--- config.mk ---
export PLATFORM = sky130hd
export DESIGN_NAME = cyl_to_cart
export DESIGN_NICKNAME = d
export VERILOG_FILES = /design/src/rtl/cyl_to_cart.sv
export SDC_FILE = /design/constraint.sdc
export NUM_CORES = 1
export LEC_CHECK = 0
export CAP_MARGIN = 20
export CORE_MARGIN = 2
export CORE_UTILIZATION = 50
export DETAILED_ROUTE_END_ITERATION = 12
export PLACE_DENSITY = 0.77
export SYNTH_ARGS = -nofsm -noshare
export SYNTH_HDL_FRONTEND = slang
export SYNTH_SLANG_ARGS = --single-unit
--- constraint.sdc ---
create_clock -name clk -period 5.6 [get_ports clk]
set_input_delay 0.84 -clock clk [delete_from_list [all_inputs] [get_ports clk]]
set_output_delay 0.84 -clock clk [all_outputs]
set_load 0.005 [all_outputs]
--- src/rtl/cyl_to_cart.sv ---
`default_nettype none
// ============================================================================
// Module      : cyl_to_cart
// Description : Cylindrical (r, theta deg, z) to Cartesian (x, y, z) converter,
//               first quadrant, ROM coefficients and serial shift-add multiply.
// Revision    : 1.0 - initial release
// ============================================================================
module cyl_to_cart #(
    parameter int DATA_W = 8
) (
    input  logic              clk,
    input  logic              rst,
    input  logic              in_valid,
    output logic              in_ready,
    input  logic [DATA_W-1:0] r_in,
    input  logic [7:0]        theta_in,
    input  logic [DATA_W-1:0] z_in,
    output logic              out_valid,
    input  logic              out_ready,
    output logic [DATA_W-1:0] x_out,
    output logic [DATA_W-1:0] y_out,
    output logic [DATA_W-1:0] z_out,
    output logic              theta_sat
);

    localparam int         c_coef_w    = 9;
    localparam int         c_acc_w     = DATA_W + c_coef_w;
    localparam logic [6:0] c_theta_max = 7'd90;
    localparam logic [3:0] c_last_iter = 4'd8;

    typedef enum logic [1:0] {
        IDLE = 2'd0,
        MUL  = 2'd1,
        DONE = 2'd2
    } state_t;

    state_t r_state;
    state_t w_state_nxt;

    logic [DATA_W-1:0]   r_radius;
    logic [DATA_W-1:0]   r_z;
    logic [c_coef_w-1:0] r_coef_x;
    logic [c_coef_w-1:0] r_coef_y;
    logic                r_sat;
    logic [3:0]          r_cnt;
    logic [c_acc_w-1:0]  r_acc_x;
    logic [c_acc_w-1:0]  r_acc_y;

    logic [6:0]          w_theta;
    logic                w_sat;
    logic [c_acc_w-1:0]  w_addend;
    logic [c_acc_w-1:0]  w_acc_x_nxt;
    logic [c_acc_w-1:0]  w_acc_y_nxt;

    // round(256*cos(t deg)); sine is read as cos(90 - t)
    function automatic logic [c_coef_w-1:0] cos_rom(input logic [6:0] t);
        case (t)
            7'd0:  cos_rom = 9'd256; 7'd1:  cos_rom = 9'd256; 7'd2:  cos_rom = 9'd256; 7'd3:  cos_rom = 9'd256; 7'd4:  cos_rom = 9'd255;
            7'd5:  cos_rom = 9'd255; 7'd6:  cos_rom = 9'd255; 7'd7:  cos_rom = 9'd254; 7'd8:  cos_rom = 9'd254; 7'd9:  cos_rom = 9'd253;
            7'd10: cos_rom = 9'd252; 7'd11: cos_rom = 9'd251; 7'd12: cos_rom = 9'd250; 7'd13: cos_rom = 9'd249; 7'd14: cos_rom = 9'd248;
            7'd15: cos_rom = 9'd247; 7'd16: cos_rom = 9'd246; 7'd17: cos_rom = 9'd245; 7'd18: cos_rom = 9'd243; 7'd19: cos_rom = 9'd242;
            7'd20: cos_rom = 9'd241; 7'd21: cos_rom = 9'd239; 7'd22: cos_rom = 9'd237; 7'd23: cos_rom = 9'd236; 7'd24: cos_rom = 9'd234;
            7'd25: cos_rom = 9'd232; 7'd26: cos_rom = 9'd230; 7'd27: cos_rom = 9'd228; 7'd28: cos_rom = 9'd226; 7'd29: cos_rom = 9'd224;
            7'd30: cos_rom = 9'd222; 7'd31: cos_rom = 9'd219; 7'd32: cos_rom = 9'd217; 7'd33: cos_rom = 9'd215; 7'd34: cos_rom = 9'd212;
            7'd35: cos_rom = 9'd210; 7'd36: cos_rom = 9'd207; 7'd37: cos_rom = 9'd204; 7'd38: cos_rom = 9'd202; 7'd39: cos_rom = 9'd199;
            7'd40: cos_rom = 9'd196; 7'd41: cos_rom = 9'd193; 7'd42: cos_rom = 9'd190; 7'd43: cos_rom = 9'd187; 7'd44: cos_rom = 9'd184;
            7'd45: cos_rom = 9'd181; 7'd46: cos_rom = 9'd178; 7'd47: cos_rom = 9'd175; 7'd48: cos_rom = 9'd171; 7'd49: cos_rom = 9'd168;
            7'd50: cos_rom = 9'd165; 7'd51: cos_rom = 9'd161; 7'd52: cos_rom = 9'd158; 7'd53: cos_rom = 9'd154; 7'd54: cos_rom = 9'd150;
            7'd55: cos_rom = 9'd147; 7'd56: cos_rom = 9'd143; 7'd57: cos_rom = 9'd139; 7'd58: cos_rom = 9'd136; 7'd59: cos_rom = 9'd132;
            7'd60: cos_rom = 9'd128; 7'd61: cos_rom = 9'd124; 7'd62: cos_rom = 9'd120; 7'd63: cos_rom = 9'd116; 7'd64: cos_rom = 9'd112;
            7'd65: cos_rom = 9'd108; 7'd66: cos_rom = 9'd104; 7'd67: cos_rom = 9'd100; 7'd68: cos_rom = 9'd96;  7'd69: cos_rom = 9'd92;
            7'd70: cos_rom = 9'd88;  7'd71: cos_rom = 9'd83;  7'd72: cos_rom = 9'd79;  7'd73: cos_rom = 9'd75;  7'd74: cos_rom = 9'd71;
            7'd75: cos_rom = 9'd66;  7'd76: cos_rom = 9'd62;  7'd77: cos_rom = 9'd58;  7'd78: cos_rom = 9'd53;  7'd79: cos_rom = 9'd49;
            7'd80: cos_rom = 9'd44;  7'd81: cos_rom = 9'd40;  7'd82: cos_rom = 9'd36;  7'd83: cos_rom = 9'd31;  7'd84: cos_rom = 9'd27;
            7'd85: cos_rom = 9'd22;  7'd86: cos_rom = 9'd18;  7'd87: cos_rom = 9'd13;  7'd88: cos_rom = 9'd9;   7'd89: cos_rom = 9'd4;
            default: cos_rom = 9'd0;
        endcase
    endfunction

    assign w_sat   = (theta_in > {1'b0, c_theta_max});
    assign w_theta = w_sat ? c_theta_max : theta_in[6:0];

    // Both products share one shift schedule: bit r_cnt of each coefficient
    assign w_addend    = {{c_coef_w{1'b0}}, r_radius} << r_cnt;
    assign w_acc_x_nxt = r_acc_x + (r_coef_x[r_cnt] ? w_addend : '0);
    assign w_acc_y_nxt = r_acc_y + (r_coef_y[r_cnt] ? w_addend : '0);

    always_ff @(posedge clk or posedge rst) begin
        if (rst) begin
            r_state <= IDLE;
        end else begin
            r_state <= w_state_nxt;
        end
    end

    always_comb begin
        w_state_nxt = r_state;
        in_ready    = 1'b0;
        case (r_state)
            IDLE: begin
                in_ready = 1'b1;
                if (in_valid) w_state_nxt = MUL;
            end
            MUL:  if (r_cnt == c_last_iter) w_state_nxt = DONE;
            DONE: if (out_ready) w_state_nxt = IDLE;
            default: w_state_nxt = IDLE;
        endcase
    end

    always_ff @(posedge clk or posedge rst) begin
        if (rst) begin
            r_radius  <= '0;
            r_z       <= '0;
            r_coef_x  <= '0;
            r_coef_y  <= '0;
            r_sat     <= 1'b0;
            r_cnt     <= '0;
            r_acc_x   <= '0;
            r_acc_y   <= '0;
            x_out     <= '0;
            y_out     <= '0;
            z_out     <= '0;
            theta_sat <= 1'b0;
            out_valid <= 1'b0;
        end else begin
            case (r_state)
                IDLE: begin
                    if (in_valid) begin
                        r_radius <= r_in;
                        r_z      <= z_in;
                        r_coef_x <= cos_rom(w_theta);
                        r_coef_y <= cos_rom(c_theta_max - w_theta);
                        r_sat    <= w_sat;
                        r_cnt    <= '0;
                        r_acc_x  <= '0;
                        r_acc_y  <= '0;
                    end
                end
                MUL: begin
                    r_acc_x <= w_acc_x_nxt;
                    r_acc_y <= w_acc_y_nxt;
                    if (r_cnt == c_last_iter) begin
                        r_cnt     <= '0;
                        x_out     <= w_acc_x_nxt[DATA_W+7:8];
                        y_out     <= w_acc_y_nxt[DATA_W+7:8];
                        z_out     <= r_z;
                        theta_sat <= r_sat;
                        out_valid <= 1'b1;
                    end else begin
                        r_cnt <= r_cnt + 4'd1;
                    end
                end
                DONE: begin
                    if (out_ready) out_valid <= 1'b0;
                end
                default: out_valid <= 1'b0;
            endcase
        end
    end

endmodule
`default_nettype wire

==> flow_metrics.py, run 1 <==
metrics = {
    "outcome": {
        "outcome": "completed",
    },
    "clocking": {
        "cts.sinks": 99,
        "cts_resized": 0,
        "cts-root-buf": "clkbuf_16",
        "clk_path_buf_depth": 2,
        "cts_tree": "built",
        "cts_htree_levels": 3,
        "ctsHoldBuffers": 0,
        "postCtsSetupBuffers": 0,
        "clkLatencyLatePin_ns": 0.36,
        "cts_inserted_buffers": 9,
        "clkTransAtPathRegs_ns": 0.07,
    },
    "layout": {
        "final.fill_count": 1437,
        "n_antenna_cell": 0,
        "final_nets": 1105,
        "area_delta_synth_final_pct": 12.2,
        "drive_above_1_share": 0.0660,
        "stdcell_area_mm2": 0.00885,
    },
    "floorplanning": {
        "die_y_um": 130,
        "boundaryPins": 55,
        "die-area_mm2": 0.0168,
        "start_util": 0.515,
        "core_area_mm2": 0.0153,
        "std_cell_rows": 45,
        "die_x_um": 130,
    },
    "synth": {
        "yosys.area.top_type_share": 0.314,
        "ys_async_sr_fraction": 1.00,
        "syn_avg_cell_area_um2": 7.79,
        "syn_nets": 1092,
        "synth_warnings": 0,
        "ys_ff_latch": 99,
        "ys_types": 77,
        "yosys-top-cells-area": "dfrtp_1 (31%), nand2_1 (8.1%), ha_1 (7.8%)",
        "ys.flop_type": "dfrtp_1",
        "synth-edff-count": 0,
        "synth.most_common_cell": "nand2_1",
        "seq_area_frac_synth": 0.314,
        "synthTopCellsByCount": "nand2_1 (171), o21ai_0 (101), dfrtp_1 (99), nor2_1 (80)",
        "syn_area_mm2": 0.00789,
        "yosysTopAreaCell": "dfrtp_1",
        "syn_inst": 1013,
    },
    "worst_setup_path": {
        "critical_path_required_ns": 5.81,
        "critPathMaxFanout": 25,
        "crit_type": "reg -> reg",
        "reg2reg_depth": 16,
        "cp-start-kind": "flop",
        "arrival_ns": 4.80,
        "end_kind": "flop",
    },
    "timing": {
        "layout_min_cycle_time_ns": 4.59,
        "fmax_mhz": 218,
        "period_share": 0.819,
        "worstMarginPinSlew_ns": 0.977,
        "fin_skew_ns": 0.0125,
        "hold_violations": 0,
        "drv_slew": 0,
        "rsz0062_at_grt": "no",
        "fin_setup_tns_ns": 0,
        "setup_viol": 0,
        "slew_headroom": 0.342,
    },
    "global_route": {
        "grt_pass1_wl_mm": 36.1,
        "grtUsageTotal": 0.268,
        "antenna_found_initial": 0,
        "grt_pass1_vias": 7256,
        "grt_max_degree": 77,
        "grt.overflow.total": 0,
    },
    "placed_design": {
        "place_area_mm2": 0.00855,
        "gp_congestion": 0.971,
        "io_buffers": 54,
        "place_hpwl_mm": 15.7,
    },
    "flow_run": {
        "cap_violations": 0,
    },
    "detailed_routing": {
        "post_drt_wl_per_cell_um": 17.6,
        "drtPass1Iterations": 5,
        "vias": 7616,
        "routed_wl_mm": 21.8,
        "antenna_left": 0,
        "drt-initial-drc-count": 700,
        "via_per_inst": 6.14,
        "drc": 0,
    },
    "power_and_ir_drop": {
        "power-per-cell-area_mw_per_mm2": 488,
        "total_power_uw": 4320,
        "ir_worst_vdd_uv": 293,
        "power_leakage_uw": 0.00380,
    },
    "min_path": {
        "hold_path_depth": 2,
        "hp-class": "reg -> reg",
    },
}
==> placed cells by master (no fill, tap or decap), drive strengths merged, types with 6 or more instances in the layout <==
master	Yosys	routed
a211oi	11	11
o211ai	12	12
ha	49	49
nor2	82	82
or2	6	6
a31oi	12	12
inv	34	37
nand2b	10	10
a211o	6	6
and2	7	7
a21oi	54	54
nand3	53	53
o21ai	108	108
o221ai	8	8
o21bai	6	6
or3	9	9
xor2	13	13
nor2b	9	9
clkdlybuf4s50	0	54
o31ai	7	7
buf	25	20
clkbuf	47	9
mux2i	20	20
nor3	31	31
xnor2	17	17
a21o	9	9
dfrtp	99	99
nand2	172	172
a311oi	8	8
==> cell families (layout without fill, tap and decap cells) <==
family / after synthesis / in the layout / synth area share
DFF: 99 / 99 / 0.314
AOI/OAI and AO/OA: 299 / 299 / 0.249
muxes: 26 / 26 / 0.0354
buffers and inverters: 108 / 125 / 0.0555
adders and majority gates: 51 / 51 / 0.0828
and+or+nand+nor: 400 / 400 / 0.230
xor gates and xnor gates: 30 / 30 / 0.0333
==> worst paths after layout <==
check,startpoint,endpoint,slack [ns]
worst max-delay path,r_cnt[2],y_out[6],1.01
max in group asynchronous,rst,r_acc_y[12],3.67
worst max register to register,r_cnt[2],y_out[6],1.01
min in group asynchronous,rst,x_out[7],1.04
worst min register to register,r_z[6],z_out[6],0.47
worst min-delay path,r_z[6],z_out[6],0.47
==> worst max-delay path: stages, from the launching register on <==
cell and delay [ns]:
dfrtp_1 0.95, nand2b_1 0.32, o21ai_0 0.24, o21ai_0 0.09, buf_4 0.19, or2_2 0.29
nor2_1 0.11, ha_1 0.17, inv_1 0.05, fa_1 0.39, nor2b_1 0.12, o21ai_0 0.11
a21boi_0 0.35, o21ai_0 0.25, o21ai_0 0.42, mux2i_1 0.23, o21ai_0 0.15
==> flip-flops by register name, indices dropped and copies added (netlist names) <==
signal,count
r_z,8
theta_sat,1
r_acc_y,16
r_cnt,4
x_out,8
r_acc_x,16
r_sat,1
y_out,8
r_coef_x,9
out_valid,1
r_radius,8
z_out,8
r_state,2
r_coef_y,9
==> final cells by class <==
cell class / instances / area (um2) / share of cell area
Clock buffer: 9 / 225 / 0.0254
Clock inverter: 6 / 72.6 / 0.00820
Multi-Input combinational cell: 806 / 4980 / 0.563
Sequential cell: 99 / 2480 / 0.280
Tap cell: 211 / 264 / 0.0298
Timing Repair Buffer: 74 / 691 / 0.0780
Inverter: 36 / 138 / 0.0155
==> metrics by stage <==
| stage | std cells | setup slack [ns] | hold WS [ns] | utilization |
|---|---|---|---|---|
| after floorplan | 1013 | 1.82 | 0.430 | - |
| after global placement | 1226 | 0.947 | 0.448 | 0.559 |
| after detailed placement | 1226 | 0.852 | 0.452 | 0.559 |
| after CTS | 1241 | 1.04 | 0.465 | 0.578 |
| after global routing | 1241 | 0.623 | 0.482 | 0.578 |
| final | 1241 | 1.01 | 0.470 | 0.578 |
==> where the power goes <==
| part | internal (uW) | switching (uW) |
|---|---|---|
| registers | 1030 | 263 |
| clock network | 349 | 283 |
| logic | 1030 | 1370 |
| total | 2410 | 1910 |
==> per-layer routing <==
| layer | track usage | vias to the layer above | part of all wire |
|---|---|---|---|
| li1 | - | 3651 | - |
| met1 | 0.347 | 3552 | 0.43 |
| met2 | 0.443 | 342 | 0.47 |
| met3 | 0.0516 | 71 | 0.068 |
| met4 | 0.105 | 0 | 0.030 |
| met5 | 0 | - | 0 |
Note: power is estimated with default switching activity, not from simulation.
==> run 2, diff against run 1 <==
- clock period: 5.6 -> 4.4 ns (I/O delays scaled with it)
==> flow_metrics.py, run 2 (synthesis gave the netlist of run 1 again) <==
metrics = {
    "floorplanning": {
        "die_x_um": 130,
        "die_y_um": 130,
        "boundaryPins": 55,
        "std_cell_rows": 45,
        "start_util": 0.515,
        "die-area_mm2": 0.0168,
        "core_area_mm2": 0.0153,
    },
    "detailed_routing": {
        "drt-initial-drc-count": 663,
        "routed_wl_mm": 21.5,
        "vias": 7556,
        "highest_layer": "met4",
        "via_per_inst": 5.99,
        "met3_length_mm": 1.32,
        "drtPass1Iterations": 6,
        "drc": 0,
        "met1Wirelength_mm": 9.46,
        "antenna_left": 0,
        "post_drt_wl_per_cell_um": 17.0,
        "met2WireLength_mm": 10.0,
    },
    "placed_design": {
        "io_buffers": 54,
        "place_hpwl_mm": 15.7,
        "gp_congestion": 0.981,
    },
    "layout": {
        "area_delta_synth_final_pct": 14.3,
        "final_nets": 1125,
        "final_common_cell": "nand2_1",
        "multiInputGateArea_mm2": 0.00499,
        "final.fill_count": 1463,
        "drive_above_1_share": 0.0856,
        "n_antenna_cell": 0,
        "regArea_mm2": 0.00248,
        "layout_common_cells": "nand2_1 (170), o21ai_0 (99), dfrtp_1 (99)",
        "reg.largest.list": "r_acc_x: 16 flops, r_acc_y: 16 flops",
    },
    "timing": {
        "hold_violations": 0,
        "drv_slew": 0,
        "fin_skew_ns": 0.0107,
        "slew_headroom": 0.383,
        "setup_viol": 0,
        "fin_setup_tns_ns": 0,
        "layout_min_cycle_time_ns": 4.03,
        "worstMarginPinSlew_ns": 0.922,
        "period_share": 0.916,
        "rsz0062_at_grt": "no",
        "fmax_mhz": 248,
        "holdWs_ns": 0.468,
    },
    "flow_run": {
        "cap_violations": 0,
    },
    "global_route": {
        "grt_pass1_vias": 7144,
        "grt_pass1_wl_mm": 35.5,
        "grtUsageTotal": 0.264,
        "grt_max_degree": 66,
        "grt.overflow.total": 0,
        "antenna_found_initial": 0,
    },
    "worst_setup_path": {
        "arrival_ns": 4.27,
        "critical_path_required_ns": 4.64,
        "crit_type": "reg -> reg",
        "cp-start-kind": "flop",
        "reg2reg_from": "r_cnt[2]",
        "end_kind": "flop",
        "critPathMaxFanout": 16,
        "startpoint": "r_cnt[2]",
        "r2r_slack_ns": 0.37,
    },
    "power_and_ir_drop": {
        "ir_worst_vdd_uv": 343,
        "total_power_uw": 5570,
        "power-per-cell-area_mw_per_mm2": 617,
        "power_leakage_uw": 0.00391,
    },
    "clocking": {
        "clkLatencyLatePin_ns": 0.36,
        "cts-root-buf": "clkbuf_16",
        "postCtsSetupBuffers": 0,
        "clkTransAtPathRegs_ns": 0.08,
        "cts_tree": "built",
        "cts.sinks": 99,
        "clk_path_buf_depth": 2,
        "cts_htree_levels": 3,
        "cts_inserted_buffers": 9,
    },
    "min_path": {
        "hp-start": "r_z[3]",
        "hp-class": "reg -> reg",
    },
    "outcome": {
        "outcome": "completed",
    },
}
-- run 2: changes by cell type in the layout (fill, tap and decap cells not counted) --
cell / change
buf_4: +20
inv_8: +2
o21ai_0: -2
o21ai_1: +2
clkinv_4: -1
clkinvlp_4: -1
inv_6: +1
nor3_1: -1
nor3_2: +1
-- run 2: metal layers --
| layer | vias to the layer above | track usage |
|---|---|---|
| met5 | - | 0 |
| met4 | 0 | 0.110 |
| met3 | 55 | 0.0409 |
| met2 | 296 | 0.426 |
| met1 | 3500 | 0.355 |
| li1 | 3705 | - |
-- run 2: area by class of cell --
| type | count | share of cell area |
|---|---|---|
| flip-flops and latches | 99 | 0.275 |
| clock buffers | 9 | 0.0250 |
| multi-input cells | 806 | 0.553 |
| repair buffers | 94 | 0.0932 |
| inverters | 36 | 0.0153 |
| well taps | 211 | 0.0293 |
| clock inverters | 7 | 0.00971 |
-- run 2: per-stage QoR --
step,worst slack (ns),utilization,cells,instance area (um2)
6_report,0.368,0.589,1262,9020
5_1_grt,0.0505,0.589,1262,9020
4_1_cts,0.292,0.589,1262,9020
3_5_place_dp,0.249,0.569,1246,8710
3_3_place_gp,0.336,0.569,1246,8710
2_1_floorplan,0.798,-,1013,7890
-- run 2: worst paths after layout --
kind | end | cells past startpoint
min in group asynchronous | z_out[5] | 2
hold / removal | z_out[3] | 2
setup / recovery | y_out[6] | 16
hold reg to reg | z_out[3] | 2
setup reg to reg | y_out[6] | 16
max in group asynchronous | r_coef_y[2] | 3
-- run 2: power breakdown --
group / switching (uW) / internal [uW] / leakage, uW / total [uW]
Clock: 386 / 458 / 0.000155 / 844
Combinational: 1770 / 1330 / 0.00250 / 3100
Sequential: 310 / 1320 / 0.00126 / 1630
Total: 2460 / 3100 / 0.00391 / 5570
-- run 2: critical path, stage by stage (launching register included) --
cell,delay [ns]
dfrtp_1,0.59
buf_4,0.29
nand2b_1,0.19
o21ai_0,0.22
o21ai_0,0.16
or2_2,0.31
nor2_1,0.11
ha_1,0.17
inv_1,0.06
fa_1,0.40
nor2b_1,0.11
o21ai_0,0.10
a21boi_0,0.34
o21ai_0,0.26
o21ai_1,0.29
mux2i_1,0.21
o21ai_0,0.10
-- run 2: repair_timing --
item | 4_1_cts | 5_1_grt
hold buffers | 0 | 0
setup endpoints to repair | 0 | 2
gates resized for setup | 0 | 2
